**config.mk**
```make
export PLATFORM = sky130hd
export DESIGN_NAME = sync_fifo
export DESIGN_NICKNAME = d
export VERILOG_FILES = /design/src/rtl/sync_fifo.sv
export SDC_FILE = /design/constraint.sdc
export NUM_CORES = 1
export LEC_CHECK = 0
export ABC_AREA = 1
export ABC_CLOCK_PERIOD_IN_PS = 2500
export CORE_ASPECT_RATIO = 0.5
export CORE_UTILIZATION = 44
export DETAILED_ROUTE_END_ITERATION = 8
export GPL_ROUTABILITY_DRIVEN = 1
export PLACE_DENSITY = 0.66
export SLEW_MARGIN = 30
export SYNTH_ARGS = -nofsm -noshare
export SYNTH_HDL_FRONTEND = slang
export SYNTH_SLANG_ARGS = --single-unit
export TNS_END_PERCENT = 10
```
**constraint.sdc**
```tcl
create_clock -name clk -period 2.5 [get_ports clk]
set_input_delay 0.375 -clock clk [delete_from_list [all_inputs] [get_ports clk]]
set_output_delay 0.375 -clock clk [all_outputs]
set_load 0.05 [all_outputs]
```
**src/rtl/sync_fifo.sv**
```systemverilog
// rtl/sync_fifo.sv - single-clock FIFO with registered read data, level counter, almost flags and sticky error flags
module sync_fifo #(
  parameter int DATASIZE      = 8,
  parameter int ADDRSIZE      = 4,
  parameter int AFULL_MARGIN  = 2,
  parameter int AEMPTY_MARGIN = 2
) (
  input  logic                clk,
  input  logic                rst_n,
  input  logic                flush,
  input  logic                winc,
  input  logic [DATASIZE-1:0] wdata,
  input  logic                rinc,
  output logic [DATASIZE-1:0] rdata,
  output logic                rvalid,
  output logic                wfull,
  output logic                rempty,
  output logic                almost_full,
  output logic                almost_empty,
  output logic [ADDRSIZE:0]   level,
  output logic                overflow,
  output logic                underflow
);

  localparam int DEPTH = 1 << ADDRSIZE;
  localparam logic [ADDRSIZE:0] DEPTH_W   = (ADDRSIZE+1)'(DEPTH);
  localparam logic [ADDRSIZE:0] AFULL_W   = (ADDRSIZE+1)'(AFULL_MARGIN);
  localparam logic [ADDRSIZE:0] AEMPTY_W  = (ADDRSIZE+1)'(AEMPTY_MARGIN);
  localparam logic [ADDRSIZE:0] PTR_ONE   = (ADDRSIZE+1)'(1);

  logic [DATASIZE-1:0] mem [DEPTH];
  logic [ADDRSIZE:0]   wptr;
  logic [ADDRSIZE:0]   rptr;
  logic [ADDRSIZE:0]   free_slots;
  logic                wr_ok;
  logic                rd_ok;

  // Flags decode straight from the registered level, no extra flop stage.
  assign free_slots   = DEPTH_W - level;
  assign wfull        = (level == DEPTH_W);
  assign rempty       = (level == '0);
  assign almost_full  = (free_slots <= AFULL_W);
  assign almost_empty = (level <= AEMPTY_W);

  assign wr_ok = winc && !wfull && !flush;
  assign rd_ok = rinc && !rempty && !flush;

  always_ff @(posedge clk) begin
    if (wr_ok) begin
      mem[wptr[ADDRSIZE-1:0]] <= wdata;
    end
  end

  always_ff @(posedge clk or negedge rst_n) begin
    if (!rst_n) begin
      wptr      <= '0;
      rptr      <= '0;
      level     <= '0;
      overflow  <= 1'b0;
      underflow <= 1'b0;
    end else if (flush) begin
      wptr      <= '0;
      rptr      <= '0;
      level     <= '0;
      overflow  <= 1'b0;
      underflow <= 1'b0;
    end else begin
      if (wr_ok) begin
        wptr <= wptr + PTR_ONE;
      end
      if (rd_ok) begin
        rptr <= rptr + PTR_ONE;
      end
      case ({wr_ok, rd_ok})
        2'b10:   level <= level + PTR_ONE;
        2'b01:   level <= level - PTR_ONE;
        default: level <= level;
      endcase
      if (winc && wfull) begin
        overflow <= 1'b1;
      end
      if (rinc && rempty) begin
        underflow <= 1'b1;
      end
    end
  end

  // Read port: rdata holds its last value unless a read is accepted.
  always_ff @(posedge clk or negedge rst_n) begin
    if (!rst_n) begin
      rdata  <= '0;
      rvalid <= 1'b0;
    end else if (flush) begin
      rvalid <= 1'b0;
    end else begin
      rvalid <= rd_ok;
      if (rd_ok) begin
        rdata <= mem[rptr[ADDRSIZE-1:0]];
      end
    end
  end

endmodule

```
; ---- After elaboration in Yosys (flattened, before gate mapping)
; Memories as Yosys holds them, arrays and structs flattened. A register that Yosys moved wholly into a read port is not among the register bits.
; Cells that the tools add are included.
; Widths: inputs -> output; s select.
[word_totals]
n_memories = 1
in_bits = 13
ramBits = 128
out_inout_bits = 20
elab_cells = 48
regBits = 18
[op_classes]
n_reduce_logical = 17
n_addsub = 5
mux = 13
n_bitwise = 1
n_eq_ne = 3
n_lt_le_gt_ge = 2
[mem_list]
columns = name, depth, word_bits, rd, rd_ports_with_merged_regs, wr, line_no
row1 = mem, 16, 8, 1, 1, 1, 31  ; logic [DATASIZE-1:0] mem [DEPTH];
[ops]
columns = cell, n
row1 = $mux 5, 5
row2 = $add 5x1->5 const B, 3
row3 = $le 5x2->1 const B, 2
row4 = $pmux 5 s2, 1
row5 = $reduce_bool 2->1, 4
row6 = $mux 1, 7
row7 = $logic_and 1x1->1, 6
row8 = $eq 5x5->1 const B, 1
row9 = $logic_not 5->1, 1
row10 = $sub 5x1->5 const B, 1
row11 = $sub 5x5->5 const A, 1
row12 = $logic_not 1->1, 4
row13 = $reduce_bool 3->1, 1
row14 = $eq 2x1->1 const B, 1
row15 = $eq 2x2->1 const B, 1
row16 = $reduce_and 2->1, 1
row17 = $not 1->1, 1

; ---- Depth between registers and ports, before layout
[logic_depth]
ltp_word = 7
depth_mapped = 19
depth_no_buf = 19

; ---- Worst setup path after synthesis
; OpenSTA, ideal clock, no wires.
[synth_timing]
path_kind = register to output
from = register level[1]
to = output port almost_full
t_arrival_ns = 2.680
setup_slack_ns = -0.555
t_required_ns = 2.125
n_path_buf = 0
stages_incl_launch_ff = 8
path_cell_list = dfrtp_1 inv_1 ha_1 nand2_1 nor2_1 ha_1 o21ai_0 nor3_1
[synth_between]
elab_chain_cells = 2
[synth_rtl]
columns = element, line_no
row1 = start: declaration, 20  ; output logic [ADDRSIZE:0] level,
row2 = start signal: assignment, 75  ; 2'b10: level <= level + PTR_ONE;
row3 = start signal: assignment, 76  ; 2'b01: level <= level - PTR_ONE;
row4 = start signal: assignment, 77  ; default: level <= level;
row5 = $sub 5x5->5, 39  ; assign free_slots = DEPTH_W - level;
row6 = $le 5x2->1, 42  ; assign almost_full = (free_slots <= AFULL_W);
row7 = end: declaration, 18  ; output logic almost_full,
; No other way between the ends.

; ---- Final worst setup path
; Same ends and word-level chain as after synthesis.

==> results_dict.tcl <==
set metrics [dict create \
    outcome "finished, violations left" \
    failed_checks "design-rule violations" \
    cts_sinks 152 \
    dr_wl_met2_mm 7.246 \
    via_per_inst 5.333 \
    drc 1 \
    clkTransAtPathRegs_ns 0.06 \
    die_x_um 174.2 \
    wl_met1_mm 6.837 \
    syn_area_mm2 0.006520 \
    synth-compound-area-share_pct 9.000 \
    synth_nets 596 \
    seqPwrFrac_pct 35.5 \
    h-tree-depth 4 \
    min_period_over_period_pct 96.06 \
    grt_first_pass_wirelength_mm 23.71 \
    initial_utilization_pct 45.07 \
    pwr-share-clk_pct 28.9 \
    p_leak_nw 2.916 \
    cp-start-kind "flop" \
    reg2reg_to "level[4]" \
    cp.depth 8 \
    clkLatencyLatePin_ns 0.42 \
    synth_xor_area_share_pct 0.4030 \
    vias 4448 \
    rows 31 \
    layout_commonest_cell "nand2_1" \
    slew_viol_final 0 \
    muxShareOfSynthArea_pct 0 \
    fmax_mhz 416.4 \
    p_int_w 0.005346 \
    grt_pass1_vias 4409 \
    final_hold_viol_count 0 \
    avgSynthCellArea_um2 11.42 \
    syn-instance-count 571 \
    power.density_mw_per_mm2 1107 \
    synth_edf_count 128 \
    grt_setup_unrepaired "no" \
    max_stage_delay_ns 0.41 \
    tightest_slew_ns 0.7133 \
    drt_iter0_markers 378 \
    synth_area_leaders "edfxtp_1 59%, dfrtp_1 9.2%, nand2_1 7.5%, nor2_1 3.9%, o21ai_0 3.1%" \
    antenna_found_initial 0 \
    wl_met3_um 875 \
    reg2reg_slack_ns 0.24 \
    worstPathArrival_ns 2.03 \
    synth_top_family_by_area "simple AND/OR/NAND/NOR gates" \
    wl_per_cell_um 18.33 \
    grt_usage_pct 21.25 \
    io_buffers 32 \
    cts_buffers 17 \
    gp_congestion 0.7960 \
    cts_tree "yes" \
    first_pass_iters 7 \
    setup.worst_path.end_class "primary output" \
    yosysTopAreaCell "edfxtp_1" \
    synth.distinct_cells 34 \
    hold_buffers 0 \
    finalClockSkew_ns 0.01015 \
    ant_nets 0 \
    r2r_start "level[1]" \
    path_cells "inv_2, ha_4, nand2_2, nor2_4, ha_4, o21ai_0, nor3_2, clkbuf_16" \
    finalWorstPathRequiredPeriod_ns 2.401 \
    switching_share_pct 38.27 \
    cts_root_buf "clkbuf_16" \
    coreArea_mm2 0.01447 \
    syn_to_final_growth_pct 20.03 \
    finalSetupViolations 0 \
    synth_fa_ha_area_share_pct 2.303 \
    die_area_mm2 0.01534 \
    async_flop_share_pct 15.79 \
    worst-r2r-cell-count 14 \
    overflow 0 \
    fillers 1191 \
    combinationalPowerShare_pct 35.6 \
    fin_nets 648 \
    drv_cap 0 \
    synth.top_cell.area_share_pct 58.95 \
    synth-simple-area-share_pct 16.00 \
    die_y_um 88.08 \
    hpwl_mm 9.532 \
    wl_mm 15.29 \
    cp_num_buf_inv 2 \
    hp-class "in2async" \
    layout_common_cells "129 x nand2_1, 128 x edfxtp_1, 66 x nor2_1" \
    crit_top_cell "ha_4" \
    irDropWorstVdd_mv 1.184 \
    clk_path_buf_depth 2 \
    grt_max_degree 67 \
    holdWs_ns 0.3318 \
    worst-setup-path-type "reg2out" \
    cp.required_ns 2.12 \
    ios 33 \
    worst-path-max-fanout 4 \
    ys_seq_elements 152 \
    drive_above_1_share_pct 14.62 \
    diodes 0 \
    relSlewSlack_pct 52.30 \
    cp_slowest_cell "dfrtp_2" \
    ys.flop_type "edfxtp_1" \
    fin_setup_tns_ns 0 \
    power_switching_w 0.003314 \
    synth-seq-area-share_pct 68.16 \
    crit_family "simple AND/OR/NAND/NOR gates" \
    top_layer "met4" \
    ys_warn_count 0 \
]
-- metrics by stage --
step / util [%] / instance area (um2) / setup slack (ns) / total power, W / std cells
floorplan: - / 6573 / 0.005030 / 0.005238 / 571
global placement: 49.75 / 7198 / 0.2200 / 0.006087 / 801
detailed placement: 49.75 / 7198 / 0.1206 / 0.006137 / 801
CTS: 53.85 / 7791 / 0.03761 / 0.008624 / 833
global route: 54.10 / 7826 / 0.02104 / 0.009047 / 834
finish: 54.10 / 7826 / 0.09857 / 0.008660 / 834
-- synthesized netlist by cell type, types with 6 or more instances --
master,n
inv_1,21
nand3_1,28
nor2_1,67
nand2_2,6
a21boi_1,6
buf_4,6
buf_2,11
o21ai_1,11
edfxtp_1,128
dfrtp_1,24
nand2_1,130
a21oi_1,21
o21ai_0,40
ha_1,12
o22ai_1,16
a21boi_0,8
-- sequential cells by signal, summed over array words and instances (netlist names) --
| register | cells |
|---|---|
| mem | 128 |
| rdata | 8 |
| level | 5 |
| rptr | 4 |
| wptr | 4 |
| overflow | 1 |
| rvalid | 1 |
| underflow | 1 |
-- power by group through the flow --
| stage | clock [W] | combinational, W | sequential [W] |
|---|---|---|---|
| after floorplan | 0 | 0.00175 | 0.00349 |
| after CTS | 0.00254 | 0.00301 | 0.00307 |
| final | 0.00251 | 0.00308 | 0.00307 |
| after detailed placement | 0 | 0.00301 | 0.00312 |
| after global placement | 0 | 0.00297 | 0.00312 |
| after global routing | 0.00263 | 0.00333 | 0.00309 |
-- cell families after synthesis --
logic type               count (synthesis)
XOR/XNOR                                 3
flip-flops                             152
adder cells (fa/ha/maj)                 12
buffers and inverters                   53
AO/OA/AOI/OAI                          105
AND/OR/NAND/NOR                        246
-- layer usage --
metal | GRT usage (%) | up-vias
met2 | 35.13 | 131
met3 | 4.080 | 24
met1 | 28.01 | 2196
li1 | - | 2097
met5 | 0 | -
met4 | 9.011 | 0
-- cell type report --
class | count | area (um2) | share of cell area, %
clock buffers | 17 | 425.4 | 5.436
clock inverters | 15 | 168.9 | 2.158
inverters | 28 | 107.6 | 1.375
multi-input cells | 366 | 1878 | 24.00
flip-flops and latches | 152 | 4449 | 56.85
well taps | 198 | 247.7 | 3.165
repair buffers | 58 | 549.3 | 7.018
-- repair_timing --
action | 4_1_cts | 5_1_grt
resized for setup | 1 | 6
pin swaps | 1 | 3
setup buffers | 0 | 1
endpoints found under the setup margin | 2 | 2
-- worst max path at each step --
stage	start	end	slack [ns]
after global placement	level[0]	level[4]	0.22
after CTS	level[0]	almost_full	0.04
after global routing	level[1]	almost_full	0.02
after floorplan	level[0]	mem[7][0]	0.005
final	level[1]	almost_full	0.1
after detailed placement	level[0]	level[4]	0.12
No activity file was read; power rests on OpenSTA's default activity.
